==> config.mk <==
export PLATFORM = sky130hd
export DESIGN_NAME = tlp2regif_mc
export DESIGN_NICKNAME = d
export VERILOG_FILES = /design/src/rtl/tlp2regif_mc_pkg.sv /design/src/rtl/tlp2regif_mc_fifo.sv /design/src/rtl/tlp2regif_mc.sv
export SDC_FILE = /design/constraint.sdc
export NUM_CORES = 1
export LEC_CHECK = 0
export BUFFER_PORTS_ARGS = -buffer_cell sky130_fd_sc_hd__buf_2
export CORE_MARGIN = 1
export CORE_UTILIZATION = 52
export DETAILED_ROUTE_END_ITERATION = 10
export PLACE_DENSITY = 0.75
export SETUP_SLACK_MARGIN = 0.2
export SLEW_MARGIN = 20
export SYNTH_ARGS = -nofsm -noshare
export SYNTH_HDL_FRONTEND = slang
export SYNTH_SLANG_ARGS = --single-unit
export TNS_END_PERCENT = 50
==> constraint.sdc <==
create_clock -name clk -period 4 [get_ports clk]
set_clock_uncertainty 0.15 [all_clocks]
set_input_delay 0.2 -clock clk [delete_from_list [all_inputs] [get_ports clk]]
set_output_delay 0.2 -clock clk [all_outputs]
set_load 0.1 [all_outputs]
==> src/rtl/tlp2regif_mc_pkg.sv <==
// Shared definitions for the multi-channel TLP register-access receiver:
// TLP fmt/type codes, FSM encodings and the DW byte-swap helper.
package tlp2regif_mc_pkg;

  localparam logic [6:0] MEM_WR32_FMT_TYPE = 7'b10_00000;
  localparam logic [6:0] MEM_WR64_FMT_TYPE = 7'b11_00000;

  typedef enum logic [2:0] {
    RX_IDLE,
    RX_H32,
    RX_P32,
    RX_H64,
    RX_P64
  } rx_state_t;

  typedef enum logic [1:0] {
    O_IDLE,
    O_REQ,
    O_WAIT,
    O_REL
  } out_state_t;

  // TRN payload bytes arrive little-endian within each big-endian DW
  function automatic logic [31:0] dw_endian_conv(input logic [31:0] dw);
    return {dw[7:0], dw[15:8], dw[23:16], dw[31:24]};
  endfunction

endpackage

==> src/rtl/tlp2regif_mc_fifo.sv <==
// Synchronous FIFO with show-ahead read; a push on a full FIFO succeeds
// only when a pop happens in the same cycle.
module regif_fifo #(
  parameter int W     = 67,
  parameter int DEPTH = 4
) (
  input  logic         clk,
  input  logic         rst,
  input  logic         push,
  input  logic [W-1:0] din,
  input  logic         pop,
  output logic [W-1:0] dout,
  output logic         full,
  output logic         empty
);

  localparam int AW = $clog2(DEPTH);

  logic [W-1:0] mem [DEPTH];
  logic [AW:0]  wr_ptr_reg;
  logic [AW:0]  rd_ptr_reg;
  logic         do_push;
  logic         do_pop;

  assign empty   = (wr_ptr_reg == rd_ptr_reg);
  assign full    = (wr_ptr_reg[AW] != rd_ptr_reg[AW]) &&
                   (wr_ptr_reg[AW-1:0] == rd_ptr_reg[AW-1:0]);
  assign do_pop  = pop && !empty;
  assign do_push = push && (!full || do_pop);
  assign dout    = mem[rd_ptr_reg[AW-1:0]];

  always_ff @(posedge clk) begin
    if (do_push) mem[wr_ptr_reg[AW-1:0]] <= din;
  end

  always_ff @(posedge clk) begin
    if (rst) begin
      wr_ptr_reg <= '0;
      rd_ptr_reg <= '0;
    end else begin
      if (do_push) wr_ptr_reg <= wr_ptr_reg + 1'b1;
      if (do_pop)  rd_ptr_reg <= rd_ptr_reg + 1'b1;
    end
  end

endmodule

==> src/rtl/tlp2regif_mc.sv <==
// Decodes posted MWr32/MWr64 TLPs into per-channel op writes (queued, drained
// over a 4-phase handshake) and per-channel completion-address writes.
module tlp2regif_mc
  import tlp2regif_mc_pkg::*;
#(
  parameter int         BARHIT     = 2,
  parameter int         NUM_CH     = 4,
  parameter logic [5:0] OP_BASE    = 6'h20,
  parameter logic [5:0] CPL_BASE   = 6'h30,
  parameter int         FIFO_DEPTH = 4,
  parameter bit         WRIF       = 1'b0
) (
  input  logic                  clk,
  input  logic                  rst,
  input  logic [63:0]           trn_rd,
  input  logic [7:0]            trn_rrem_n,
  input  logic                  trn_rsof_n,
  input  logic                  trn_reof_n,
  input  logic                  trn_rsrc_rdy_n,
  input  logic [6:0]            trn_rbar_hit_n,
  output logic [64*NUM_CH-1:0]  cpl_addr,
  output logic [2:0]            acc_ch,
  output logic [31:0]           acc_addr,
  output logic [31:0]           acc_data,
  output logic                  acc_en,
  input  logic                  acc_en_ack,
  output logic                  ovf
);

  localparam logic [5:0] CH_SPAN = 6'(2 * NUM_CH);
  localparam int         FW      = 3 + 32 + 32;

  function automatic logic in_range(input logic [5:0] off);
    return !off[0] && (off < CH_SPAN);
  endfunction

  rx_state_t   rx_reg, rx_next;
  out_state_t  out_reg, out_next;
  logic [31:0] dw0_reg, dw0_next;
  logic [2:0]  ch_reg, ch_next;
  logic        cpl_sel_reg, cpl_sel_next;
  logic        commit;
  logic [31:0] c_dw0, c_dw1;
  logic [5:0]  dec_d, op_off, cpl_off;
  logic        valid;
  logic        push_req, cpl_we;
  logic [63:0] cpl_wdata;
  logic [31:0] op_addr, op_data;
  logic        fifo_pop, fifo_full, fifo_empty;
  logic [FW-1:0] fifo_dout;
  logic        ack_meta_reg, ack_sync_reg;
  logic [2:0]  acc_ch_reg, acc_ch_next;
  logic [31:0] acc_addr_reg, acc_addr_next;
  logic [31:0] acc_data_reg, acc_data_next;
  logic        acc_en_reg, acc_en_next;
  logic        ovf_reg;
  logic        unused_inputs;

  assign valid         = !trn_rsrc_rdy_n;
  assign unused_inputs = ^{trn_rrem_n, trn_rbar_hit_n};
  assign dec_d         = (rx_reg == RX_H64) ? trn_rd[7:2] : trn_rd[39:34];
  assign op_off        = dec_d - OP_BASE;
  assign cpl_off       = dec_d - CPL_BASE;

  always_comb begin
    rx_next      = rx_reg;
    dw0_next     = dw0_reg;
    ch_next      = ch_reg;
    cpl_sel_next = cpl_sel_reg;
    commit       = 1'b0;
    c_dw0        = dw0_reg;
    c_dw1        = trn_rd[63:32];
    case (rx_reg)
      RX_IDLE: begin
        if (valid && !trn_rsof_n && !trn_rbar_hit_n[BARHIT] && trn_rd[41:32] == 10'd2) begin
          if (trn_rd[62:56] == MEM_WR32_FMT_TYPE)      rx_next = RX_H32;
          else if (trn_rd[62:56] == MEM_WR64_FMT_TYPE) rx_next = RX_H64;
        end
      end
      RX_H32, RX_H64: begin
        if (valid) begin
          rx_next = RX_IDLE;
          if (rx_reg == RX_H32) dw0_next = trn_rd[31:0];
          if (trn_reof_n) begin
            if (in_range(op_off)) begin
              rx_next      = (rx_reg == RX_H32) ? RX_P32 : RX_P64;
              ch_next      = op_off[3:1];
              cpl_sel_next = 1'b0;
            end else if (in_range(cpl_off)) begin
              rx_next      = (rx_reg == RX_H32) ? RX_P32 : RX_P64;
              ch_next      = cpl_off[3:1];
              cpl_sel_next = 1'b1;
            end
          end
        end
      end
      RX_P32, RX_P64: begin
        if (valid) begin
          commit  = 1'b1;
          rx_next = RX_IDLE;
          if (rx_reg == RX_P64) begin
            c_dw0 = trn_rd[63:32];
            c_dw1 = trn_rd[31:0];
          end
        end
      end
      default: rx_next = RX_IDLE;
    endcase
  end

  assign push_req  = commit && !cpl_sel_reg;
  assign cpl_we    = commit && cpl_sel_reg;
  assign cpl_wdata = {dw_endian_conv(c_dw1), dw_endian_conv(c_dw0)};
  assign op_addr   = WRIF ? dw_endian_conv(c_dw1) : dw_endian_conv(c_dw0);
  assign op_data   = WRIF ? dw_endian_conv(c_dw0) : dw_endian_conv(c_dw1);

  regif_fifo #(.W(FW), .DEPTH(FIFO_DEPTH)) u_fifo (
    .clk   (clk),
    .rst   (rst),
    .push  (push_req),
    .din   ({ch_reg, op_addr, op_data}),
    .pop   (fifo_pop),
    .dout  (fifo_dout),
    .full  (fifo_full),
    .empty (fifo_empty)
  );

  always_comb begin
    out_next      = out_reg;
    fifo_pop      = 1'b0;
    acc_ch_next   = acc_ch_reg;
    acc_addr_next = acc_addr_reg;
    acc_data_next = acc_data_reg;
    acc_en_next   = acc_en_reg;
    case (out_reg)
      O_IDLE: begin
        if (!fifo_empty) begin
          fifo_pop = 1'b1;
          {acc_ch_next, acc_addr_next, acc_data_next} = fifo_dout;
          out_next = O_REQ;
        end
      end
      O_REQ: begin
        acc_en_next = 1'b1;
        out_next    = O_WAIT;
      end
      O_WAIT: begin
        if (ack_sync_reg) begin
          acc_en_next = 1'b0;
          out_next    = O_REL;
        end
      end
      O_REL: begin
        if (!ack_sync_reg) out_next = O_IDLE;
      end
      default: out_next = O_IDLE;
    endcase
  end

  always_ff @(posedge clk) begin
    if (rst) begin
      rx_reg       <= RX_IDLE;
      out_reg      <= O_IDLE;
      dw0_reg      <= '0;
      ch_reg       <= '0;
      cpl_sel_reg  <= 1'b0;
      ack_meta_reg <= 1'b0;
      ack_sync_reg <= 1'b0;
      acc_ch_reg   <= '0;
      acc_addr_reg <= '0;
      acc_data_reg <= '0;
      acc_en_reg   <= 1'b0;
      ovf_reg      <= 1'b0;
    end else begin
      rx_reg       <= rx_next;
      out_reg      <= out_next;
      dw0_reg      <= dw0_next;
      ch_reg       <= ch_next;
      cpl_sel_reg  <= cpl_sel_next;
      ack_meta_reg <= acc_en_ack;
      ack_sync_reg <= ack_meta_reg;
      acc_ch_reg   <= acc_ch_next;
      acc_addr_reg <= acc_addr_next;
      acc_data_reg <= acc_data_next;
      acc_en_reg   <= acc_en_next;
      ovf_reg      <= ovf_reg | (push_req && fifo_full && !fifo_pop);
    end
  end

  for (genvar gi = 0; gi < NUM_CH; gi++) begin : g_cpl
    logic [63:0] cpl_reg;
    always_ff @(posedge clk) begin
      if (rst)                                 cpl_reg <= '0;
      else if (cpl_we && ch_reg == 3'(gi))     cpl_reg <= cpl_wdata;
    end
    assign cpl_addr[64*gi +: 64] = cpl_reg;
  end

  assign acc_ch   = acc_ch_reg;
  assign acc_addr = acc_addr_reg;
  assign acc_data = acc_data_reg;
  assign acc_en   = acc_en_reg;
  assign ovf      = ovf_reg;

endmodule

# Word-level counts from Yosys, hierarchy flattened
# Memory sizes are Yosys's and may differ from the RTL's. A register that Yosys moved wholly into a read port is not among the register bits.
# Index checks and enable logic that the tools add are counted.
dict set report word_totals {
  regBits 307
  latchBits 0
  ramBits 268
  mem_bits_ro 0
  in_bits 85
  out_inout_bits 325
  memories 1
}
dict set report classes {
  add_sub_neg 4
  n_mul 0
  div_mod_pow 0
  n_lt_le_gt_ge 2
  n_eq_ne 23
  n_shift 0
  mux 33
  n_bitwise 3
  reduce_logical 39
}
# name words word_bits rd rd_clocked_by_memory_dff write_ports line_no
set memory_table {}
lappend memory_table {u_fifo.mem 4 67 1 1 1 tlp2regif_mc_fifo.sv:19} ;# logic [W-1:0] mem [DEPTH];
# cell count
set op_table {}
lappend op_table {{$mux 32} 6}
lappend op_table {{$mux 3} 11}
lappend op_table {{$logic_and 1x1->1} 16}
lappend op_table {{$eq 7x7->1 const B} 2}
lappend op_table {{$eq 3x2->1 const B} 4}
lappend op_table {{$lt 6x4->1 const B} 2}
lappend op_table {{$ne 2x2->1 const B} 6}
lappend op_table {{$sub 6x6->6 const B} 2}
lappend op_table {{$eq 10x2->1 const B} 1}
lappend op_table {{$logic_not 1->1} 9}
lappend op_table {{$mux 1} 9}
lappend op_table {{$pmux 3 s3} 1}
lappend op_table {{$pmux 2 s4} 1}
lappend op_table {{$reduce_and 4->1} 2}
lappend op_table {{$add 3x1->3 const B} 2}
lappend op_table {{$eq 3x1->1 const B} 2}
lappend op_table {{$logic_not 3->1} 2}
lappend op_table {{$mux 2} 3}
lappend op_table {{$mux 6} 1}
lappend op_table {{$reduce_and 3->1} 2}
lappend op_table {{$eq 2x2->1 const B} 2}
lappend op_table {{$reduce_and 2->1} 2}
lappend op_table {{$reduce_bool 2->1} 2}
lappend op_table {{$reduce_or 2->1} 2}
lappend op_table {{other kinds (11)} 12}

# Longest topological paths before layout
# Gate-level depths: netlist of the first run.
dict set report depth {
  depth_word 10
  mapped_depth 8
  mapped_depth_nobuf 6
}

# By module
# From an unflattened synthesis of the first run, not the netlist that was laid out.
dict set report unflattened {
  cells_unflattened 1920
  hier_area_um2 23767.8
}
# module n_inst cells_per_inst area_per_inst_um2
set by_module_without_submodules {}
lappend by_module_without_submodules {tlp2regif_mc 1 1515 13564.3}
lappend by_module_without_submodules {regif_fifo 1 405 10203.5}

# Least setup slack after synthesis of the first run
# OpenSTA, ideal clock, no wires.
dict set report synth_timing {
  path_kind {register to register}
  startpoint {register rx_reg[0]}
  endpoint {register u_fifo.wr_ptr_reg[2]}
  setup_ps 124
  arrival_ps 3332
  required_time_ps 3726
  slack_ps 394
  path_stages_with_launch 7
  n_path_buf 2
  period_less_slack_ps 3606
  path_cell_list {dfxtp_1 > buf_6 > or2_1 > buf_6 > nor3_1 > and3_1 > mux2_2}
}
dict set report synth_via {
  elab_chain_len 5
}
# item line_no
set synth_lines {}
lappend synth_lines {{start, declared} tlp2regif_mc.sv:37} ;# rx_state_t rx_reg, rx_next;
lappend synth_lines {{start signal, assigned} tlp2regif_mc.sv:175} ;# rx_reg <= rx_next;
lappend synth_lines {{$eq 3x3->1 / $eq 3x2->1 (equally long branches)} tlp2regif_mc.sv:73} ;# case (rx_reg)
lappend synth_lines {{$reduce_or 2->1 *} tlp2regif_mc.sv:73}
lappend synth_lines {{$mux 1 *} tlp2regif_mc.sv:73}
lappend synth_lines {{$logic_and 1x1->1 *} tlp2regif_mc.sv:111} ;# assign push_req = commit && !cpl_sel_reg;
lappend synth_lines {{$logic_and 1x1->1 *} tlp2regif_mc_fifo.sv:29} ;# assign do_push = push && (!full || do_pop);
lappend synth_lines {{end signal, assigned} tlp2regif_mc_fifo.sv:41} ;# if (do_push) wr_ptr_reg <= wr_ptr_reg + 1'b1;
lappend synth_lines {{end, declared} tlp2regif_mc_fifo.sv:20} ;# logic [AW:0] wr_ptr_reg;
# Every way passes the cells marked *; elsewhere a longest branch is shown, timed or not.
# A chain may end at the register's enable or synchronous reset.

# Final worst setup path of the first run
dict set report layout_timing {
  startpoint {register rx_reg[1]}
  endpoint {memory u_fifo.mem[2][47], enable pin}
}
dict set report layout_via {
  elab_chain_len 7
}
# item line_no
set layout_lines {}
lappend layout_lines {{$eq 3x3->1 / $eq 3x2->1 (equally long branches)} tlp2regif_mc.sv:73}
lappend layout_lines {{$reduce_or 2->1 *} tlp2regif_mc.sv:73}
lappend layout_lines {{$mux 1 *} tlp2regif_mc.sv:73}
lappend layout_lines {{$logic_and 1x1->1 *} tlp2regif_mc.sv:111}
lappend layout_lines {{$logic_and 1x1->1 *} tlp2regif_mc_fifo.sv:29}
lappend layout_lines {{$mux 1 *} tlp2regif_mc_fifo.sv:33} ;# if (do_push) mem[wr_ptr_reg[AW-1:0]] <= din;
lappend layout_lines {{$mux 1 (not written as such) *} tlp2regif_mc_fifo.sv:33}
lappend layout_lines {{end, declared} tlp2regif_mc_fifo.sv:19}
# Marks and branches as above.

==> out/qor.csv, run 1 <==
metric,value,unit
CTS Hold Buffers Added,64,
Critical Path AT,3.23,ns
Placed Area,0.0267,mm²
total CTS buffers,66,
CTS tree,done,
max-cap check violation count,0,
placer congestion estimate,0.855,
VDD IR max,0.391,mV
clk sinks,642,
vias after detailed routing,17400,
"Period Utilization, post-route",78.0,%
"Req. time, crit path",4.10,ns
Die Span Y,218,µm
Die W,218,µm
htree depth,3,
cell internal pwr,10.6,mW
RSZ-0062 raised after global routing,no,
global-route wire length before repair,100,mm
"Slew Viols, Final",0,
WL/cell,21.5,µm
Worst setup SP type,flip-flop,
Seq pwr share,50.6,%
Final setup viols,0,
share of the synthesized area in the top cell type,33.3,%
fin crit period,3.12,ns
Tightest Pin Transition,1.09,ns
Post-Syn Nets,2134,
sequential share of the synthesized area,64.3,%
post-layout util,64.7,%
worst hold-check path type,input pin to flip-flop,
cell leakage power,11.2,nW
max FFs per register,268,
largest net degree at the start of global routing,114,
yosys warns,0,
"count leader, synth",nand2_1,
Mean Syn Cell Area,11.9,µm²
Remaining DRCs,0,
Post-synth EDFFs,268,
TritonRoute pass-1 iters,5,
WHS Path Cells,3,
Net Sw Frac,21.8,%
fin area,0.0295,mm²
Final ANT Viol Nets,0,
status,completed,
CP max FO,34,
Overall Global Routing Usage,28.2,%
Multi-input gate area,0.00771,mm²
I/O Pins,410,
Syn Inst Count,2039,
"Cell Area, Synth",0.0242,mm²
share of cells above drive strength 1,29.5,%
Power Density,458,mW/mm²
initial core utilization,53.1,%
Fillers,3404,
Synth area leader,edfxtp_1,
ys flop type,dfxtp_1,
Sw Pwr,2.94,mW
Hold Slack,0.0170,ns
core area,0.0456,mm²
combinational share of power,4.6,%
FF+latch area,0.0155,mm²
Congestion Overflow GR,0,
HPWL after DPL,44.2,mm
number of buffers added on ports,395,
Final Net Count,2555,
setup TNS,0,ns
Worst Setup Path Type,flip-flop to flip-flop,
CTS resizes,0,
DIE AREA,0.0474,mm²
Syn-to-layout area delta,22.0,%
R2R depth,4,
"top cells by area, synth","edfxtp_1, dfxtp_1, mux4_2",
commonest cells in the netlist,"nand2_1, dfxtp_1, edfxtp_1, a21oi_1, nor2_1",
site row count,78,
Post-synth ARST share,0,%
Synth Register Bits,642,
fmax,320,MHz
clk slew on worst S/H paths,0.06,ns
Clk Tree Root Cell,clkbuf_16,
Synth cell types,54,
number of antenna violations at the first check in global routing,7,
Vias per Instance,5.58,
Routed WL,67.2,mm
drt initial violations,1414,
Final Hold Vio Count,0,
Post-CTS Repair Setup Buffers,0,
max_slew headroom,26.1,%
Critical Path Sink Type,flip-flop,
Worst-Skew Late Latency,0.58,ns
Clock Tree Buf Depth,3,
clock power share,44.8,%
vias in the first global route,17200,
==> per-layer routing <==
layer | GRT usage (%) | vias up | routed length [µm]
met5 | 0 | - | 23
met4 | 14.6 | 4 | 3170
met3 | 6.08 | 158 | 5230
met2 | 45.5 | 724 | 32000
met1 | 35.8 | 8554 | 26800
li1 | - | 7974 | -
==> cells by family after synthesis <==
kind of cell               after synthesis  synth area share, %
and+or+nand+nor                        648                 11.4
adders and majority gates               11                0.559
xor gates and xnor gates                 7                0.254
AOI/OAI and AO/OA                      377                 10.2
DFF                                    642                 64.3
buffers and inverters                  216                 4.13
muxes                                  138                 9.19
==> metrics by stage <==
stage / setup slack, ns / total power [mW] / cells
4_1_cts: 0.892 / 13.6 / 3113
3_5_place_dp: 0.912 / 7.55 / 2928
3_3_place_gp: 1.00 / 7.54 / 2928
5_1_grt: 0.727 / 13.9 / 3118
6_report: 0.879 / 13.5 / 3119
2_1_floorplan: 0.394 / 7.36 / 2039
==> critical path: stages (launching register included) <==
cell and delay, ns:
dfxtp_1 0.58, xnor2_1 0.34, nor3_1 0.61, and3_4 0.69
buf_4 0.38
==> layout make-up <==
| class | instances | share of cell area [%] |
|---|---|---|
| Sequential cell | 642 | 52.7 |
| Multi-Input combinational cell | 1181 | 26.1 |
| Timing Repair Buffer | 498 | 10.3 |
| Clock buffer | 105 | 7.02 |
| Tap cell | 600 | 2.55 |
| Inverter | 71 | 0.904 |
| Clock inverter | 16 | 0.297 |
| Antenna cell | 6 | 0.0509 |
==> power by group through the flow <==
stage / logic [mW] / registers (mW) / clock network (mW)
floorplan: 0.257 / 7.11 / 0
global placement: 0.565 / 6.97 / 0
detailed placement: 0.577 / 6.97 / 0
CTS: 0.625 / 6.83 / 6.12
global route: 0.663 / 6.83 / 6.37
finish: 0.626 / 6.83 / 6.04
==> cell usage in the layout (no fill, tap or decap), drive strengths merged, types with 3 or more instances in the layout <==
master	n
a211oi	133
a21oi	235
edfxtp	268
nor3	6
mux2i	70
nor2b	5
inv	73
buf	434
nand2	458
clkinv	14
xnor2	3
nor4	5
xor2	4
dlygate4sd3	64
dfxtp	374
mux4	67
nor4b	3
and3	5
diode	6
clkbuf	105
nand3	3
ha	10
nand2b	4
nor2	143
==> final timing paths <==
path	from	endpoint	slack, ns
min reg2reg	g_cpl[0].cpl_reg[27]$_SDFFE_PP0P_	g_cpl[0].cpl_reg[27]$_SDFFE_PP0P_	0.30
max reg2reg	rx_reg[1]$_SDFFE_PP0P_	u_fifo.mem[2][47]$_DFFE_PP_	0.88
max	rx_reg[1]$_SDFFE_PP0P_	u_fifo.mem[2][47]$_DFFE_PP_	0.88
min	trn_rd[57]	g_cpl[1].cpl_reg[1]$_SDFFE_PP0P_	0.02
Note: power is estimated with default switching activity, not from simulation.
==> inputs of run 2 (changes only) <==
==> constraint.sdc (replaced) <==
create_clock -name clk -period 2.9 [get_ports clk]
set_clock_uncertainty 0.15 [all_clocks]
set_input_delay 0.145 -clock clk [delete_from_list [all_inputs] [get_ports clk]]
set_output_delay 0.145 -clock clk [all_outputs]
set_load 0.1 [all_outputs]
==> run 2 against run 1 <==
- die area did not move
- power rose by 39%
- fmax rose by 21%
- routed wire length rose by 2.2%
- clock power rose by 39%
- global-route usage rose by 0.44 points
- count of clock-buffer cells in the layout fell by 2
- non-clock buffer count rose by 44
- flip-flop and latch count did not move
- sequential share of layout area fell by 0.86 points
- first-iteration DRC count rose by 17%
- critical path type unchanged
- critical endpoint is now ch_reg[0]$_SDFFE_PP0P_
- largest power group unchanged
==> out/qor.csv, run 2 (same netlist as run 1, synthesis figures left out) <==
metric,value,unit,change
WL/cell,21.7,µm,+0.74%
VDD IR max,0.473,mV,+21%
cell internal pwr,14.6,mW,+39%
Worst Setup Path Type,flip-flop to flip-flop,,
"Req. time, crit path",3.27,ns,-0.83 ns
core area,0.0456,mm²,unchanged
clk slew on worst S/H paths,0.06,ns,about the same
vias after detailed routing,17600,,+0.90%
Placed Instances,2957,,+0.99%
vias in the first global route,17400,,+1.2%
Worst-Skew Late Latency,0.58,ns,about the same
Non-Filler Instances,3164,,+1.4%
site row count,78,,unchanged
largest net degree at the start of global routing,107,,-6.1%
"Period Utilization, post-route",88.8,%,+11 points
Congestion Overflow GR,0,,unchanged
Final setup viols,0,,unchanged
Setup WS pre-CTS,0.272,ns,-0.640 ns
Overall Global Routing Usage,28.6,%,+0.44 points
number of buffers added on ports,395,,unchanged
Seq pwr share,50.3,%,-0.3 points
clock power share,44.8,%,about the same
Vias per Instance,5.55,,-0.53%
share of cells above drive strength 1,30.4,%,+0.89 points
WP buf/inv,1,,unchanged
"delay-heaviest family, CP",simple AND/OR/NAND/NOR gates,,
"commonest non-fill, non-tap cell in the layout",nand2_1,,
initial core utilization,53.1,%,unchanged
CP max-delay cell,or4b_1,,
Sw Pwr,4.09,mW,+39%
RSZ-0062 raised after global routing,yes,,
clk sinks,642,,unchanged
cell leakage power,11.4,nW,+1.9%
combinational share of power,4.8,%,+0.2 points
max FFs per register,268,,unchanged
max-cap check violation count,0,,unchanged
fin crit period,2.57,ns,-0.546 ns
Critical Path AT,2.95,ns,-0.28 ns
post-layout worst setup margin,0.325,ns,-0.554 ns
Syn-to-layout area delta,24.0,%,
placer congestion estimate,0.864,,+1.1%
most frequent cells in the layout,"nand2_1, buf_2, dfxtp_1",,
Final Hold Vio Count,0,,unchanged
Worst setup SP type,flip-flop,,
total CTS buffers,67,,+1.5%
worst hold-check path type,input pin to flip-flop,,
Hold Slack,0.123,ns,+0.106 ns
Clock Tree Buf Depth,3,,unchanged
"Slew Viols, Final",0,,unchanged
Net Sw Frac,21.8,%,about the same
global-route wire length before repair,102,mm,+1.2%
I/O Pins,410,,unchanged
htree depth,3,,unchanged
status,completed,,
Final ANT Viol Nets,0,,unchanged
max_slew headroom,49.3,%,+23 points
fmax,388,MHz,+21%
HPWL after DPL,44.6,mm,+0.83%
Tightest Pin Transition,0.761,ns,-0.332 ns
setup TNS,0,ns,unchanged
Die W,218,µm,unchanged
CP Cell Sequence,"or4b_1, a211oi_4, nor2_1, a211oi_1, dlygate4sd3_1",,
Final Net Count,2600,,+1.8%
Die Span Y,218,µm,unchanged
post-layout util,65.8,%,+1.1 points
CP peak stage delay,0.64,ns,-0.05 ns
Power Density,625,mW/mm²,+36%
CP max FO,11,,-68%
CTS tree,done,,
Routed WL,68.7,mm,+2.2%
drt initial violations,1649,,+17%
Remaining DRCs,0,,unchanged
Clk Tree Root Cell,clkbuf_16,,
DIE AREA,0.0474,mm²,unchanged
TritonRoute pass-1 iters,5,,unchanged
Critical Path Sink Type,flip-flop,,
number of antenna violations at the first check in global routing,5,,-2
-- run 2: cell types whose count changed in the layout (fill, tap and decap cells not counted), moves of 2 or more --
cell | before | now
buf_12 | 10 | 16
mux2i_2 | 0 | 2
buf_4 | 29 | 52
mux2i_1 | 70 | 68
clkbuf_1 | 19 | 16
dlygate4sd3_1 | 64 | 79
-- run 2: final cells by class --
class,instances,area (µm²)
clock buffers,103,2050
repair buffers,542,3490
multi-input cells,1181,7740
flip-flops and latches,642,15500
diodes,6,15.0
fillers,3289,15600
clock inverters,19,130
inverters,71,267
well taps,600,751
-- run 2: timing repair --
item | 4_1_cts | 5_1_grt
endpoints found under the hold margin | 229 | 0
endpoints found under the setup margin | 0 | 105
buffers inserted | 0 | 0
gates resized for setup | 0 | 5
hold buffers | 79 | 0
-- run 2: metal layers --
metal | vias to the layer above | part of all wire (%) | global-route usage (%)
li1 | 8063 | - | -
met1 | 8575 | 40 | 36.6
met2 | 788 | 48 | 46.7
met3 | 145 | 8.4 | 6.54
met4 | 0 | 3.8 | 12.4
met5 | - | 0 | 0
-- run 2: power by group through the flow --
stage / Clock [mW] / Sequential [mW] / Combinational, mW
CTS: 8.49 / 9.43 / 0.894
global placement: 0 / 9.62 / 0.786
floorplan: 0 / 9.80 / 0.355
detailed placement: 0 / 9.62 / 0.806
global route: 8.86 / 9.43 / 0.951
finish: 8.40 / 9.43 / 0.900
-- run 2: final timing paths --
path              cells past startpoint                           endpoint                         startpoint  slack (ns)
setup reg to reg                      5             ch_reg[0]$_SDFFE_PP0P_             rx_reg[1]$_SDFFE_PP0P_        0.33
setup / recovery                      5             ch_reg[0]$_SDFFE_PP0P_             rx_reg[1]$_SDFFE_PP0P_        0.33
hold / removal                        3   g_cpl[2].cpl_reg[2]$_SDFFE_PP0P_                         trn_rd[58]        0.12
hold reg to reg                       2  g_cpl[0].cpl_reg[62]$_SDFFE_PP0P_  g_cpl[0].cpl_reg[62]$_SDFFE_PP0P_        0.30
-- run 2: stage by stage --
step	total power [mW]	cell area, µm²
after global routing	19.2	30000
after global placement	10.4	27000
final	18.7	30000
after floorplan	10.2	24200
after CTS	18.8	29900
after detailed placement	10.4	27000
-- run 2: worst register-to-register path, stage by stage (launching register included) --
cell and delay [ns]:
dfxtp_1 0.44, or4b_1 0.64, a211oi_4 0.40, nor2_1 0.08
a211oi_1 0.22, dlygate4sd3_1 0.59
